==> config.mk <==
export PLATFORM = sky130hd
export DESIGN_NAME = control_sequencer_flat
export DESIGN_NICKNAME = d
export VERILOG_FILES = /design/src/rtl/control_sequencer_if.sv /design/src/rtl/control_sequencer.sv /design/src/flat_wrapper.sv
export SDC_FILE = /design/constraint.sdc
export NUM_CORES = 1
export LEC_CHECK = 0
export CAP_MARGIN = 10
export CORE_UTILIZATION = 27
export CTS_CLUSTER_SIZE = 30
export DETAILED_ROUTE_END_ITERATION = 8
export PLACE_DENSITY = 0.8
export SYNTH_ARGS = -nofsm -noshare
export SYNTH_HDL_FRONTEND = slang
export SYNTH_SLANG_ARGS = --single-unit
==> constraint.sdc <==
create_clock -name Clock -period 2.3 [get_ports Clock]
set_input_delay 0.69 -clock Clock [delete_from_list [all_inputs] [get_ports Clock]]
set_output_delay 0.69 -clock Clock [all_outputs]
set_load 0.005 [all_outputs]
==> src/rtl/control_sequencer_if.sv <==
// control_sequencer_if: instruction inputs and datapath control strobes between sequencer and datapath
interface control_sequencer_if;
  logic        Run;
  logic        MemReady;
  logic [31:0] IR;
  logic        PCout;
  logic        ZLOout;
  logic        MDRout;
  logic        MARin;
  logic        Zin;
  logic        PCin;
  logic        MDRin;
  logic        IRin;
  logic        Yin;
  logic        IncrementPC;
  logic        Read;
  logic [4:0]  ALUControl;
  logic [15:0] Rin;
  logic [15:0] Rout;
  logic        Done;
  logic        Fault;
  modport master (
    input  Run, MemReady, IR,
    output PCout, ZLOout, MDRout, MARin, Zin, PCin, MDRin, IRin, Yin, IncrementPC, Read,
    output ALUControl, Rin, Rout, Done, Fault
  );
  modport slave (
    output Run, MemReady, IR,
    input  PCout, ZLOout, MDRout, MARin, Zin, PCin, MDRin, IRin, Yin, IncrementPC, Read,
    input  ALUControl, Rin, Rout, Done, Fault
  );
endinterface

==> src/rtl/control_sequencer.sv <==
// control_sequencer: Moore FSM stepping fetch/decode/execute strobes for a three-register ALU datapath
module control_sequencer (
  input logic Clock,
  input logic Resetn,
  control_sequencer_if.master bus
);
  typedef enum logic [2:0] {IDLE, T0, T1, T2, T3, T4, T5, FAULT} state_t;
  state_t state, state_nxt;
  logic t1_repeat;
  logic [4:0] opcode;
  logic [4:0] alu_code;
  logic legal;
  assign opcode = bus.IR[31:27];
  always_comb begin
    alu_code = opcode == 5'b00011 ? 5'b00011 :
               opcode == 5'b00100 ? 5'b00100 :
               opcode == 5'b00101 ? 5'b01100 :
               opcode == 5'b00110 ? 5'b01011 : 5'b00000;
    legal = alu_code != 5'b00000;
  end
  // t1_repeat marks any T1 cycle after the first, so the PC bumps once per fetch
  always_ff @(posedge Clock or negedge Resetn) begin
    if (!Resetn) begin
      state     <= IDLE;
      t1_repeat <= 1'b0;
    end else begin
      state     <= state_nxt;
      t1_repeat <= state == T1;
    end
  end
  always_comb begin
    state_nxt = state;
    case (state)
      IDLE:    state_nxt = bus.Run ? T0 : IDLE;
      T0:      state_nxt = T1;
      T1:      state_nxt = bus.MemReady ? T2 : T1;
      T2:      state_nxt = T3;
      T3:      state_nxt = legal ? T4 : FAULT;
      T4:      state_nxt = T5;
      T5:      state_nxt = bus.Run ? T0 : IDLE;
      default: state_nxt = FAULT;
    endcase
  end
  always_comb begin
    bus.PCout       = state == T0;
    bus.MARin       = state == T0;
    bus.Zin         = state == T0 || state == T4;
    bus.ZLOout      = state == T1 || state == T5;
    bus.Read        = state == T1;
    bus.MDRin       = state == T1;
    bus.PCin        = state == T1 && !t1_repeat;
    bus.IncrementPC = state == T1 && !t1_repeat;
    bus.MDRout      = state == T2;
    bus.IRin        = state == T2;
    bus.Yin         = state == T3;
    bus.ALUControl  = state == T4 ? alu_code : 5'b00000;
    bus.Rout        = state == T3 ? 16'h1 << bus.IR[22:19] :
                      state == T4 ? 16'h1 << bus.IR[18:15] : 16'h0;
    bus.Rin         = state == T5 ? 16'h1 << bus.IR[26:23] : 16'h0;
    bus.Done        = state == T5;
    bus.Fault       = state == FAULT;
  end
endmodule

==> src/flat_wrapper.sv <==
// flat-port wrapper written by rule: the top's interface ports become plain ports
module control_sequencer_flat 
  (Clock, Resetn, bus_Run, bus_MemReady, bus_IR, bus_PCout, bus_ZLOout, bus_MDRout, bus_MARin, bus_Zin, bus_PCin, bus_MDRin, bus_IRin, bus_Yin, bus_IncrementPC, bus_Read, bus_ALUControl, bus_Rin, bus_Rout, bus_Done, bus_Fault);
  control_sequencer_if bus_i ();
  input logic Clock;
  input logic Resetn;
  input wire logic [$bits(bus_i.Run)-1:0] bus_Run;
  input wire logic [$bits(bus_i.MemReady)-1:0] bus_MemReady;
  input wire logic [$bits(bus_i.IR)-1:0] bus_IR;
  output wire logic [$bits(bus_i.PCout)-1:0] bus_PCout;
  output wire logic [$bits(bus_i.ZLOout)-1:0] bus_ZLOout;
  output wire logic [$bits(bus_i.MDRout)-1:0] bus_MDRout;
  output wire logic [$bits(bus_i.MARin)-1:0] bus_MARin;
  output wire logic [$bits(bus_i.Zin)-1:0] bus_Zin;
  output wire logic [$bits(bus_i.PCin)-1:0] bus_PCin;
  output wire logic [$bits(bus_i.MDRin)-1:0] bus_MDRin;
  output wire logic [$bits(bus_i.IRin)-1:0] bus_IRin;
  output wire logic [$bits(bus_i.Yin)-1:0] bus_Yin;
  output wire logic [$bits(bus_i.IncrementPC)-1:0] bus_IncrementPC;
  output wire logic [$bits(bus_i.Read)-1:0] bus_Read;
  output wire logic [$bits(bus_i.ALUControl)-1:0] bus_ALUControl;
  output wire logic [$bits(bus_i.Rin)-1:0] bus_Rin;
  output wire logic [$bits(bus_i.Rout)-1:0] bus_Rout;
  output wire logic [$bits(bus_i.Done)-1:0] bus_Done;
  output wire logic [$bits(bus_i.Fault)-1:0] bus_Fault;
  assign bus_i.Run = bus_Run;
  assign bus_i.MemReady = bus_MemReady;
  assign bus_i.IR = bus_IR;
  assign bus_PCout = bus_i.PCout;
  assign bus_ZLOout = bus_i.ZLOout;
  assign bus_MDRout = bus_i.MDRout;
  assign bus_MARin = bus_i.MARin;
  assign bus_Zin = bus_i.Zin;
  assign bus_PCin = bus_i.PCin;
  assign bus_MDRin = bus_i.MDRin;
  assign bus_IRin = bus_i.IRin;
  assign bus_Yin = bus_i.Yin;
  assign bus_IncrementPC = bus_i.IncrementPC;
  assign bus_Read = bus_i.Read;
  assign bus_ALUControl = bus_i.ALUControl;
  assign bus_Rin = bus_i.Rin;
  assign bus_Rout = bus_i.Rout;
  assign bus_Done = bus_i.Done;
  assign bus_Fault = bus_i.Fault;
  control_sequencer u_core (.Clock(Clock), .Resetn(Resetn), .bus(bus_i));
endmodule
## After elaboration in Yosys (flattened, before gate mapping)

Index checks and enable logic that the tools add are counted.

| operators by class | value |
|---|---|
| $mul | 0 |
| equal/unequal tests | 11 |
| bitwise operators | 0 |
| mux-type cells | 12 |
| div/mod/pow operators | 0 |
| add/sub/neg operators | 0 |
| shift operators | 3 |
| $lt $le $gt $ge | 0 |
| reduce and logical (&&, ||, !) cells | 7 |

Operator list:

| cell | count |
|---|---|
| 16-bit two-way mux | 3 |
| 1-bit by 4-bit << shifter with 16-bit output (first input constant) | 3 |
| 5-bit two-way mux | 4 |
| 3-bit case mux with 6 select lines | 1 |
| 5-bit by 3-bit equality test with 1-bit output (second input constant) | 3 |
| 3-bit equality test (second input constant) | 4 |
| 3-bit by 2-bit equality test with 1-bit output (second input constant) | 2 |
| 5-bit by 2-bit equality test with 1-bit output (second input constant) | 1 |
| 5-bit nonzero test | 1 |
| 4-bit two-way mux | 1 |
| 3-bit by 1-bit equality test with 1-bit output (second input constant) | 1 |
| 3-bit zero test | 1 |
| 1-bit logical OR | 2 |
| 1-bit two-way mux | 2 |
| 2-bit two-way mux | 1 |
| 2-bit OR reduction | 1 |
| 1-bit logical AND | 1 |
| 1-bit zero test | 1 |

| word-level totals | value |
|---|---|
| memory bits (writable) | 0 |
| ROM bits | 0 |
| input bits | 36 |
| output and inout port bits | 50 |
| word-level logic and storage cells | 35 |
| bits in registers | 4 |
| memories kept | 0 |
| latch bits | 0 |

## Longest topological paths before layout

| logic depth | value |
|---|---|
| depth in word-level cells | 8 |
| depth in mapped cells | 5 |
| gate-level depth less buffers | 3 |

## Least setup slack after synthesis

No wires, ideal clock.

| timing path | value |
|---|---|
| path kind | input -> output |
| start | input port bus_IR[15] |
| end | output port bus_Rout[1] |
| data arrival time | 1.431 ns |
| setup slack | 0.179 ns |
| buffers on the path | 1 |
| cell stages on the path | 4 |
| required time | 1.610 ns |
| cells stage by stage | clkbuf_1 nand2b_1 or3_1 o21ai_0 |

| between the ends | value |
|---|---|
| longest elaborated chain between the ends | 3 |

Ends and longest elaborated chain:

| element | line | RTL |
|---|---|---|
| start, declared | flat_wrapper.sv:9 | `input wire logic [$bits(bus_i.IR)-1:0] bus_IR;` |
| 1-bit by 4-bit << shifter with 16-bit output | control_sequencer.sv:58 | `state == T4 ? 16'h1 << bus.IR[18:15] : 16'h0;` |
| 16-bit two-way mux | control_sequencer.sv:58 |  |
| 16-bit two-way mux | control_sequencer.sv:57 | `bus.Rout = state == T3 ? 16'h1 << bus.IR[22:19] :` |
| end, declared | flat_wrapper.sv:23 | `output wire logic [$bits(bus_i.Rout)-1:0] bus_Rout;` |

Every way passes these cells.

## Worst setup path after layout

| timing path | value |
|---|---|
| start | register u_core.state[0] |
| end | output port bus_Rout[8] |

| between the ends | value |
|---|---|
| longest elaborated chain between the ends | 3 |
| elaborated cells on any way between the ends | 4 |
| classes of those cells | eq/ne: 2; mux: 2 |

Ends and longest elaborated chain:

| element | line | RTL |
|---|---|---|
| start, declared | control_sequencer.sv:8 | `state_t state, state_nxt;` |
| start signal, assigned | control_sequencer.sv:27 | `state <= state_nxt;` |
| 3-bit equality test | control_sequencer.sv:58 |  |
| 16-bit two-way mux | control_sequencer.sv:58 |  |
| 16-bit two-way mux * | control_sequencer.sv:57 |  |

Mark *: on every way between the ends. The rest lies on a longest branch, timed or not.

==> flow_metrics.env <==
export IMPL_grt_first_pass_wirelength_mm=5.51
export IMPL_routabilityCongestion=0.849
export IMPL_grt_max_degree=13
export IMPL_min_period_over_period=1.04
export IMPL_areaGrowthSynthToFinish_pct=147
export IMPL_critPathSlowestCell="dfrtp_2"
export IMPL_timing_critical_path_to="bus_Rout[8]"
export IMPL_crit_fanout=5
export IMPL_cts_tree="done"
export IMPL_finalWirelength_mm=3.94
export IMPL_rows=18
export IMPL_setup_ws_ns=-0.0970
export IMPL_ys_flop_type="dfrtp_1"
export IMPL_antenna_left=0
export IMPL_wl_per_cell_um=16.0
export IMPL_cts_made_buffers=3
export IMPL_cts_clk_slew_worst_paths_ns=0.04
export IMPL_ctsHoldBuffers=0
export IMPL_core_area_mm2=0.00254
export IMPL_r2r_end="u_core.state[1]"
export IMPL_path_cells="buf_6 > nor4b_4 > nand2_1 > buf_4 > o22ai_1 > buf_2"
export IMPL_grt_pass1_vias=1179
export IMPL_clockRootBuffer="clkbuf_4"
export IMPL_grt_total_usage=0.255
export IMPL_avgSynthCellArea_um2=6.67
export IMPL_die_w_um=54.8
export IMPL_clock_latency_ns=0.25
export IMPL_routed_via_density=5.43
export IMPL_vdd_drop_max_mv=0.731
export IMPL_crit_arrival_ns=1.71
export IMPL_drive_above_1_share=0.569
export IMPL_final_nets=254
export IMPL_critPathLaunch="u_core.state[0]"
export IMPL_cts_sinks=4
export IMPL_grt_ovfl_total=0
export IMPL_endpoint_kind="primary output"
export IMPL_drtIter0Drc=59
export IMPL_violations="setup timing"
export IMPL_maxCapViolCount=0
export IMPL_layout_commonest_cell="buf_4"
export IMPL_synth_edf_count=0
export IMPL_drc=0
export IMPL_clock_skew_ns=0.00327
export IMPL_finalSetupViolations=18
export IMPL_ys_async_sr_fraction=1.00
export IMPL_status="finished, violations left"
export IMPL_layout_common_cells="buf_4 (31), buf_2 (29), nor2_1 (16), dlygate4sd2_1 (16), buf_6 (14)"
export IMPL_hold_path_class="input pin to asynchronous set/reset pin"
export IMPL_antenna_cells=0
export IMPL_syn_nets=149
export IMPL_drv_slew=0
export IMPL_initial_core_util=0.296
export IMPL_ys_seq_elements=4
export IMPL_ys_types=33
export IMPL_vias=1337
export IMPL_rsz0062_at_grt="yes"
export IMPL_syn_area_um2=753
export IMPL_rr_startpoint="u_core.state[0]"
export IMPL_clock_path_buffers=2
export IMPL_hold_viol=0
export IMPL_fill_cells=189
export IMPL_leakagePower_nw=0.961
export IMPL_port_buffers=69
export IMPL_syn_inst=113
export IMPL_ys_seq_area_frac=0.133
export IMPL_antenna_found_initial=0
export IMPL_reg2reg_depth=5
export IMPL_slowest_delay_ns=0.43
export IMPL_startpoint_type="flop"
export IMPL_yosys_warnings=0
export IMPL_num_io_pins=86
export IMPL_critical_path_class="flop to primary output"
export IMPL_fmax_mhz=417
export IMPL_h_tree_depth=1
export IMPL_holdWs_ns=0.641
export IMPL_required_ns=1.61
export IMPL_fin_crit_ns=2.40
export IMPL_power_mw=1.20
export IMPL_die_h_um=54.8
export IMPL_p_per_area_mw_per_mm2=645
export IMPL_dpl_hpwl_mm=2.36
export IMPL_dieArea_mm2=0.00300
export IMPL_firstDrtPassIters=4
export IMPL_reg2reg_slack_ns=0.78
kinds of logic (layout without fill, tap and decap cells):
kind of cell	Yosys count	count (layout)	share of synthesized area
buffers and inverters	13	116	0.111
and+or+nand+nor	71	71	0.535
DFF	4	4	0.133
xor gates and xnor gates	3	3	0.0349
other	1	1	0.00498
AOI/OAI and AO/OA	21	21	0.181
critical path, delay by kind of cell (launching register included):
| family | cells | cell delay, ns |
|---|---|---|
| AO/OA/AOI/OAI | 1 | 0.15 |
| buffers and inverters | 3 | 0.43 |
| flip-flops | 1 | 0.43 |
| AND/OR/NAND/NOR | 2 | 0.44 |
per-layer routing:
layer,global-route usage,vias up,wire (um)
li1,-,610,-
met1,0.289,640,1570
met2,0.500,78,2010
met3,0.0250,9,305
met4,0.0470,0,59
met5,0,-,0
cell type report:
type	count	area, um2	area share
Clock buffer	3	22.5	0.0121
Inverter	1	3.75	0.00202
Multi-Input combinational cell	96	795	0.428
Sequential cell	4	103	0.0553
Tap cell	30	37.5	0.0202
Timing Repair Buffer	112	896	0.482
repair_timing:
item / in CTS / in global routing
gates resized for setup: 193 / 35
endpoints found under the setup margin: 46 / 40
buffers inserted: 20 / 2
pin swaps: 23 / 9
worst min-delay path by stage:
stage / from / end / slack (ns) / cells past startpoint
global placement: u_core.state[1] / u_core.state[0] / 0.72 / 2
CTS: u_core.state[1] / u_core.state[0] / 0.63 / 2
finish: Resetn / u_core.t1_repeat / 0.64 / 1
detailed placement: u_core.state[1] / u_core.state[0] / 0.73 / 2
global route: Resetn / u_core.t1_repeat / 0.66 / 1
floorplan: Resetn / asynchronous set/reset pin / 0.39 / 0
stage by stage:
step | setup TNS (ns) | instance area, um2 | setup slack [ns] | cells | util
3_5_place_dp | -21.56 | 1560 | -0.764 | 221 | 0.613
6_report | -0.819 | 1860 | -0.0970 | 246 | 0.730
4_1_cts | -0.297 | 1760 | -0.0848 | 244 | 0.690
2_1_floorplan | 0 | 753 | 0.179 | 113 | -
5_1_grt | -2.31 | 1860 | -0.170 | 246 | 0.730
3_3_place_gp | -20.22 | 1560 | -0.743 | 221 | 0.613
power breakdown:
part           internal, mW  switching (mW)
Sequential            0.109          0.0400
Combinational         0.544           0.411
Clock                0.0589          0.0363
Total                 0.711           0.487
cell usage after synthesis (all sizes together) (2+ instances only):
master   n  area (um2)
a21oi    2        10.0
and3b    2        17.5
buf     10        72.6
clkbuf   2        7.51
dfrtp    4         100
nand2   10        37.5
nand2b  10        62.6
nand3    2        10.0
nand3b   3        22.5
nand4    2        12.5
nand4b   2        17.5
nor2    18        67.6
nor2b    3        18.8
nor3     6        35.0
o21ai    3        15.0
o22ai   12        75.1
o32ai    3        26.3
or3      5        31.3
xnor2    2        17.5
No activity file was read; power rests on OpenSTA's default activity.
